**config.mk**
```make
export PLATFORM = sky130hd
export DESIGN_NAME = apb_gpio_master
export DESIGN_NICKNAME = d
export VERILOG_FILES = /design/src/rtl/apb_gpio_master.sv
export SDC_FILE = /design/constraint.sdc
export NUM_CORES = 1
export LEC_CHECK = 0
export CELL_PAD_IN_SITES_DETAIL_PLACEMENT = 1
export CELL_PAD_IN_SITES_GLOBAL_PLACEMENT = 2
export CORE_ASPECT_RATIO = 1.5
export CORE_MARGIN = 2
export CORE_UTILIZATION = 27
export CTS_BUF_LIST = sky130_fd_sc_hd__clkbuf_16
export DETAILED_ROUTE_END_ITERATION = 12
export GPL_ROUTABILITY_DRIVEN = 0
export PLACE_DENSITY_LB_ADDON = 0.1
export SETUP_SLACK_MARGIN = 0.1
export SYNTH_ARGS = -nofsm -noshare
export SYNTH_HDL_FRONTEND = slang
export SYNTH_SLANG_ARGS = --single-unit
```
**constraint.sdc**
```tcl
create_clock -name PCLK -period 2.7 [get_ports PCLK]
set_input_delay 0.54 -clock PCLK [delete_from_list [all_inputs] [get_ports PCLK]]
set_output_delay 0.54 -clock PCLK [all_outputs]
set_load 0.05 [all_outputs]
```
**src/rtl/apb_gpio_master.sv**
```systemverilog
`default_nettype none
// ============================================================================
//  Module   : apb_gpio_master
//  Purpose  : APB master for the GPIO slave; serialises host register
//             accesses and runs an atomic interrupt read-and-clear sequence.
//  Revision : 1.0  initial release
// ============================================================================

`ifndef GPIO_RGPIO_INTS
`define GPIO_RGPIO_INTS 32'h0000_001C
`endif

module apb_gpio_master #(
    parameter logic [31:0] INTS_ADDR   = `GPIO_RGPIO_INTS,
    parameter int unsigned TIMEOUT     = 16,
    parameter int unsigned IRQ_HOLDOFF = 4
) (
    input  logic        PCLK,
    input  logic        PRESETn,
    input  logic        cmd_valid,
    output logic        cmd_ready,
    input  logic        cmd_write,
    input  logic [31:0] cmd_addr,
    input  logic [31:0] cmd_wdata,
    output logic        rsp_valid,
    output logic [31:0] rsp_rdata,
    output logic        rsp_err,
    input  logic        irq_en,
    input  logic        IRQ,
    output logic        irq_done,
    output logic [31:0] irq_ints,
    output logic        irq_err,
    output logic        PSEL,
    output logic        PENABLE,
    output logic        PWRITE,
    output logic [31:0] PADDR,
    output logic [31:0] PWDATA,
    input  logic [31:0] PRDATA,
    input  logic        PREADY
);

    localparam logic [1:0] c_ST_IDLE   = 2'd0;
    localparam logic [1:0] c_ST_SETUP  = 2'd1;
    localparam logic [1:0] c_ST_ACCESS = 2'd2;

    localparam logic [1:0] c_PH_NONE = 2'd0;
    localparam logic [1:0] c_PH_RD   = 2'd1;
    localparam logic [1:0] c_PH_WR   = 2'd2;

    localparam logic [7:0] c_TIMEOUT = 8'(TIMEOUT);
    localparam logic [3:0] c_HOLDOFF = 4'(IRQ_HOLDOFF);

    logic [1:0]  r_state;
    logic [1:0]  r_svc_phase;
    logic [7:0]  r_tcnt;
    logic [3:0]  r_holdoff;
    logic [31:0] r_ints_buf;

    logic w_svc_pending;
    logic w_expired;

    assign w_svc_pending = irq_en & IRQ & (r_holdoff == 4'd0);
    assign cmd_ready     = PRESETn & (r_state == c_ST_IDLE) & ~w_svc_pending;
    assign w_expired     = ((r_tcnt + 8'd1) == c_TIMEOUT);

    always_ff @(posedge PCLK) begin
        if (!PRESETn) begin
            r_state     <= c_ST_IDLE;
            r_svc_phase <= c_PH_NONE;
            r_tcnt      <= 8'd0;
            r_holdoff   <= 4'd0;
            r_ints_buf  <= 32'd0;
            PSEL        <= 1'b0;
            PENABLE     <= 1'b0;
            PWRITE      <= 1'b0;
            PADDR       <= 32'd0;
            PWDATA      <= 32'd0;
            rsp_valid   <= 1'b0;
            rsp_rdata   <= 32'd0;
            rsp_err     <= 1'b0;
            irq_done    <= 1'b0;
            irq_ints    <= 32'd0;
            irq_err     <= 1'b0;
        end else begin
            rsp_valid <= 1'b0;
            rsp_err   <= 1'b0;
            irq_done  <= 1'b0;
            irq_err   <= 1'b0;
            if (r_holdoff != 4'd0) begin
                r_holdoff <= r_holdoff - 4'd1;
            end

            case (r_state)
                c_ST_IDLE: begin
                    if (w_svc_pending) begin
                        r_state     <= c_ST_SETUP;
                        r_svc_phase <= c_PH_RD;
                        PSEL        <= 1'b1;
                        PENABLE     <= 1'b0;
                        PWRITE      <= 1'b0;
                        PADDR       <= INTS_ADDR;
                        PWDATA      <= 32'd0;
                    end else if (cmd_valid) begin
                        r_state     <= c_ST_SETUP;
                        r_svc_phase <= c_PH_NONE;
                        PSEL        <= 1'b1;
                        PENABLE     <= 1'b0;
                        PWRITE      <= cmd_write;
                        PADDR       <= cmd_addr;
                        PWDATA      <= cmd_write ? cmd_wdata : 32'd0;
                    end
                end

                c_ST_SETUP: begin
                    r_state <= c_ST_ACCESS;
                    PENABLE <= 1'b1;
                    r_tcnt  <= 8'd0;
                end

                c_ST_ACCESS: begin
                    if (PREADY) begin
                        PENABLE <= 1'b0;
                        case (r_svc_phase)
                            c_PH_NONE: begin
                                PSEL      <= 1'b0;
                                r_state   <= c_ST_IDLE;
                                rsp_valid <= 1'b1;
                                rsp_rdata <= PWRITE ? 32'd0 : PRDATA;
                            end
                            // Straight into the clear write so the host cannot slip in between.
                            c_PH_RD: begin
                                r_ints_buf  <= PRDATA;
                                r_state     <= c_ST_SETUP;
                                r_svc_phase <= c_PH_WR;
                                PWRITE      <= 1'b1;
                                PWDATA      <= 32'd0;
                            end
                            default: begin
                                PSEL        <= 1'b0;
                                r_state     <= c_ST_IDLE;
                                r_svc_phase <= c_PH_NONE;
                                irq_done    <= 1'b1;
                                irq_ints    <= r_ints_buf;
                                r_holdoff   <= c_HOLDOFF;
                            end
                        endcase
                    end else if (w_expired) begin
                        PSEL        <= 1'b0;
                        PENABLE     <= 1'b0;
                        r_state     <= c_ST_IDLE;
                        r_svc_phase <= c_PH_NONE;
                        if (r_svc_phase == c_PH_NONE) begin
                            rsp_valid <= 1'b1;
                            rsp_err   <= 1'b1;
                            rsp_rdata <= 32'd0;
                        end else begin
                            irq_done  <= 1'b1;
                            irq_err   <= 1'b1;
                            irq_ints  <= 32'd0;
                            r_holdoff <= c_HOLDOFF;
                        end
                    end else begin
                        r_tcnt <= r_tcnt + 8'd1;
                    end
                end

                default: begin
                    r_state <= c_ST_IDLE;
                end
            endcase
        end
    end

endmodule

`default_nettype wire

```
==> flow_summary.yaml <==
run_status:
  status: "complete, no violations"
power_and_ir_drop:
  p_switching_mw: 2.53
  irDropWorstVdd_uv: 458
  power_frac_comb: 0.278
  p_sw_frac: 0.330
  leakagePower_nw: 3.68
  pwr-share-seq: 0.393
  clock_power_share: 0.329
  intPower_mw: 5.14
  power.density_nw_per_um2: 719
sta:
  finalSetupViolations: 0
  slew_viol_final: 0
  skew_ps: 11.8
  timing.final.crit_share: 0.905
  max_slew.worst_pin.slew_ps: 654
  max_freq_ghz: 0.409
  fin_hold_ws_ps: 447
  max_slew_margin: 0.564
  rsz0062_at_grt: "no"
  hold_viol: 0
  tns_ps: 0
  period_minus_slack_ps: 2440
yosys:
  synth-simple-area-share: 0.236
  ys_ff_latch: 183
  synth_top_family_by_area: "simple AND/OR/NAND/NOR gates"
  synth-adder-area-share: 0.00513
  yosys.area.top_type: "dfxtp_1"
  syn_area_um2: 7310
  syn-num-nets: 902
  synth_seq_area_share: 0.501
  synth_warnings: 0
  yosys-top-cells-area: "dfxtp_1, a21boi_0, nand2_1"
  avgSynthCellArea_um2: 9.19
  synth_top_area_frac: 0.501
  synth_xor_xnor_area_share: 0.00359
  synth_edf_count: 0
  synth_mux_area_frac: 0.00137
  netlist_instances: 796
  synth_cell_type_count: 55
  yosys_most_used_dff: "dfxtp_1"
  async_reset_ff_frac: 0
  synth_compound_area_frac: 0.207
global_route:
  grt.overflow.total: 0
  antenna_found_initial: 0
  grt_pass1_vias: 6774
  grt_max_degree: 35
  grt_pass1_wl_um: 38400
  grt_util_all_layers: 0.170
setup_path:
  crit_chain: "inv_1, ha_1, nor3b_4, and3_4, nor2_1, buf_12"
  cpPeakStageDelay_ps: 340
  criticalPathCategory: "reg -> out"
  crit_arrival_ps: 1900
  slowest_stage: "nor3b_4"
  crit_path_end_kind: "output port"
  reg2reg_depth: 7
  crit_family: "simple AND/OR/NAND/NOR gates"
  critPathLaunchType: "register"
  critPathBufInv: 2
  cp.depth: 6
  required_ps: 2160
  critPathMaxFanout: 6
floorplanning:
  core_area_um2: 26600
  die_w_um: 138
  die_h_um: 206
  die_area_um2: 28500
  start_util: 0.275
  row_count: 73
  io_pins: 239
detailed_routing:
  postRouteAntennaNets: 0
  drt-wirelength-per-cell_um: 17.9
  avgViaCountPerCell: 4.80
  first_iter_violations: 244
  drtPass1Iterations: 4
  vias: 6533
  wl_um: 24400
  drc: 0
finish:
  area_growth_pct: 45.9
  antenna_cells: 0
  final_nets: 1118
  drive_above_1_share: 0.0868
clocking:
  cts_buffers: 17
  cts.reportedPaths.clkPinSlew_ps: 70
  cts_hold_buf: 0
  clk_latency_ps: 430
  cts_tree: "yes"
  cts.path.max_buffers: 2
  htreeDepth: 4
  clock-sinks: 183
  root_buffer: "clkbuf_16"
run:
  maxCapViolCount: 0
placed_design:
  hpwl_um: 16600
  portBuffers: 238
hold_path:
  hold_path_depth: 2
  hp-class: "reg -> reg"
-- synth_stat cells (2+ instances only) --
library cell and n:
a211oi_1 2, a21boi_0 112, a21boi_1 14, a21oi_1 6, a22o_1 23, a22o_2 10, a31o_2 4, a31oi_1 4
and2_1 2, and3_1 9, and3b_1 2, buf_1 4, buf_2 10, buf_4 2, buf_6 6, clkbuf_1 43
clkbuf_2 2, dfxtp_1 183, ha_1 3, inv_1 4, nand2_1 138, nand2b_1 4, nand3_1 101, nand3b_1 39
nor2_1 17, nor2_2 2, nor2b_1 2, nor3_1 8, nor3b_1 4, o21a_1 3, o21ai_0 6, o21ai_2 2
or2_2 2, xnor2_1 2
-- worst paths after layout --
kind                     start          end  slack [ps]
setup / recovery  r_holdoff[0]    cmd_ready         260
hold / removal      PWDATA[25]   PWDATA[25]         450
setup reg to reg     r_tcnt[0]  irq_ints[9]         450
hold reg to reg     PWDATA[25]   PWDATA[25]         450
-- state kept, by name (all words and copies together) (netlist names), 2 cells and up --
signal	count
r_tcnt	8
r_state	2
PADDR	32
rsp_rdata	32
r_holdoff	4
PWDATA	32
r_ints_buf	32
r_svc_phase	2
irq_ints	32
-- power by group through the flow --
stage	Combinational (mW)	Sequential [mW]	Clock (mW)
floorplan	0.772	3.59	0
global placement	2.13	3.07	0
detailed placement	2.13	3.08	0
CTS	2.14	3.02	2.63
global route	2.29	3.04	2.73
finish	2.13	3.02	2.53
-- cell type report --
cell class	count	area, um2
Multi-Input combinational cell	542	3330
Inverter	4	15.0
Sequential cell	183	3660
Tap cell	337	422
Timing Repair Buffer	264	2660
Clock inverter	15	161
Clock buffer	17	425
Fill cell	3048	15900
-- worst reg2reg max path, delay by kind of cell (launching register included) --
family	cells	cell delay (ps)
AOI/OAI and AO/OA	3	830
DFF	1	430
and+or+nand+nor	2	380
buffers and inverters	1	260
adders and majority gates	1	250
-- placed cells by master, fill, tap and decap left out, drive strengths merged, types with 2 or more instances in the layout --
cell type | netlist | layout
nor3 | 8 | 8
or2 | 2 | 2
and3 | 10 | 10
ha | 3 | 3
clkbuf | 45 | 17
a22o | 33 | 33
clkinv | 0 | 7
nand3b | 39 | 39
a22oi | 2 | 2
clkdlybuf4s50 | 0 | 235
a31o | 4 | 4
nor4b | 2 | 2
inv | 4 | 8
o21ai | 8 | 8
nor2b | 2 | 2
nand2b | 4 | 4
and3b | 2 | 2
dfxtp | 183 | 183
a21boi | 126 | 126
bufinv | 0 | 3
xnor2 | 2 | 2
buf | 22 | 29
nand3 | 101 | 101
nor2 | 19 | 19
nor3b | 5 | 5
a31oi | 4 | 4
nand2 | 138 | 138
a21oi | 6 | 6
o21a | 3 | 3
a211oi | 3 | 3
and2 | 3 | 3
-- timing repair --
item                                    CTS  global route
gates cloned                              0             0
endpoints found under the setup margin    1             1
buffers inserted                          0             2
resized for setup                         1             1
hold endpoints to repair                  0             0
pin swaps                                 0             0
-- layer usage --
| layer | wire (um) | track usage |
|---|---|---|
| met1 | 10400 | 0.202 |
| met2 | 12800 | 0.311 |
| met3 | 858 | 0.0321 |
| met4 | 347 | 0.0503 |
| met5 | 0 | 0 |
-- logic make-up (layout without fill, tap and decap cells) --
family	Yosys count	after routing
and+or+nand+nor	340	340
DFF	183	183
xor gates and xnor gates	3	3
muxes	1	1
AOI/OAI and AO/OA	195	195
adders and majority gates	3	3
buffers and inverters	71	300
-- metrics by stage --
stage	instances	util	setup WS (ps)	area, um2	total power [mW]
floorplan	796	-	437	7310	4.36
finish	1362	0.401	257	10700	7.67
detailed placement	1328	0.379	238	10100	5.21
global route	1362	0.401	119	10700	8.07
CTS	1360	0.401	158	10700	7.79
global placement	1328	0.379	267	10100	5.20
(Power assumes the default switching activity.)
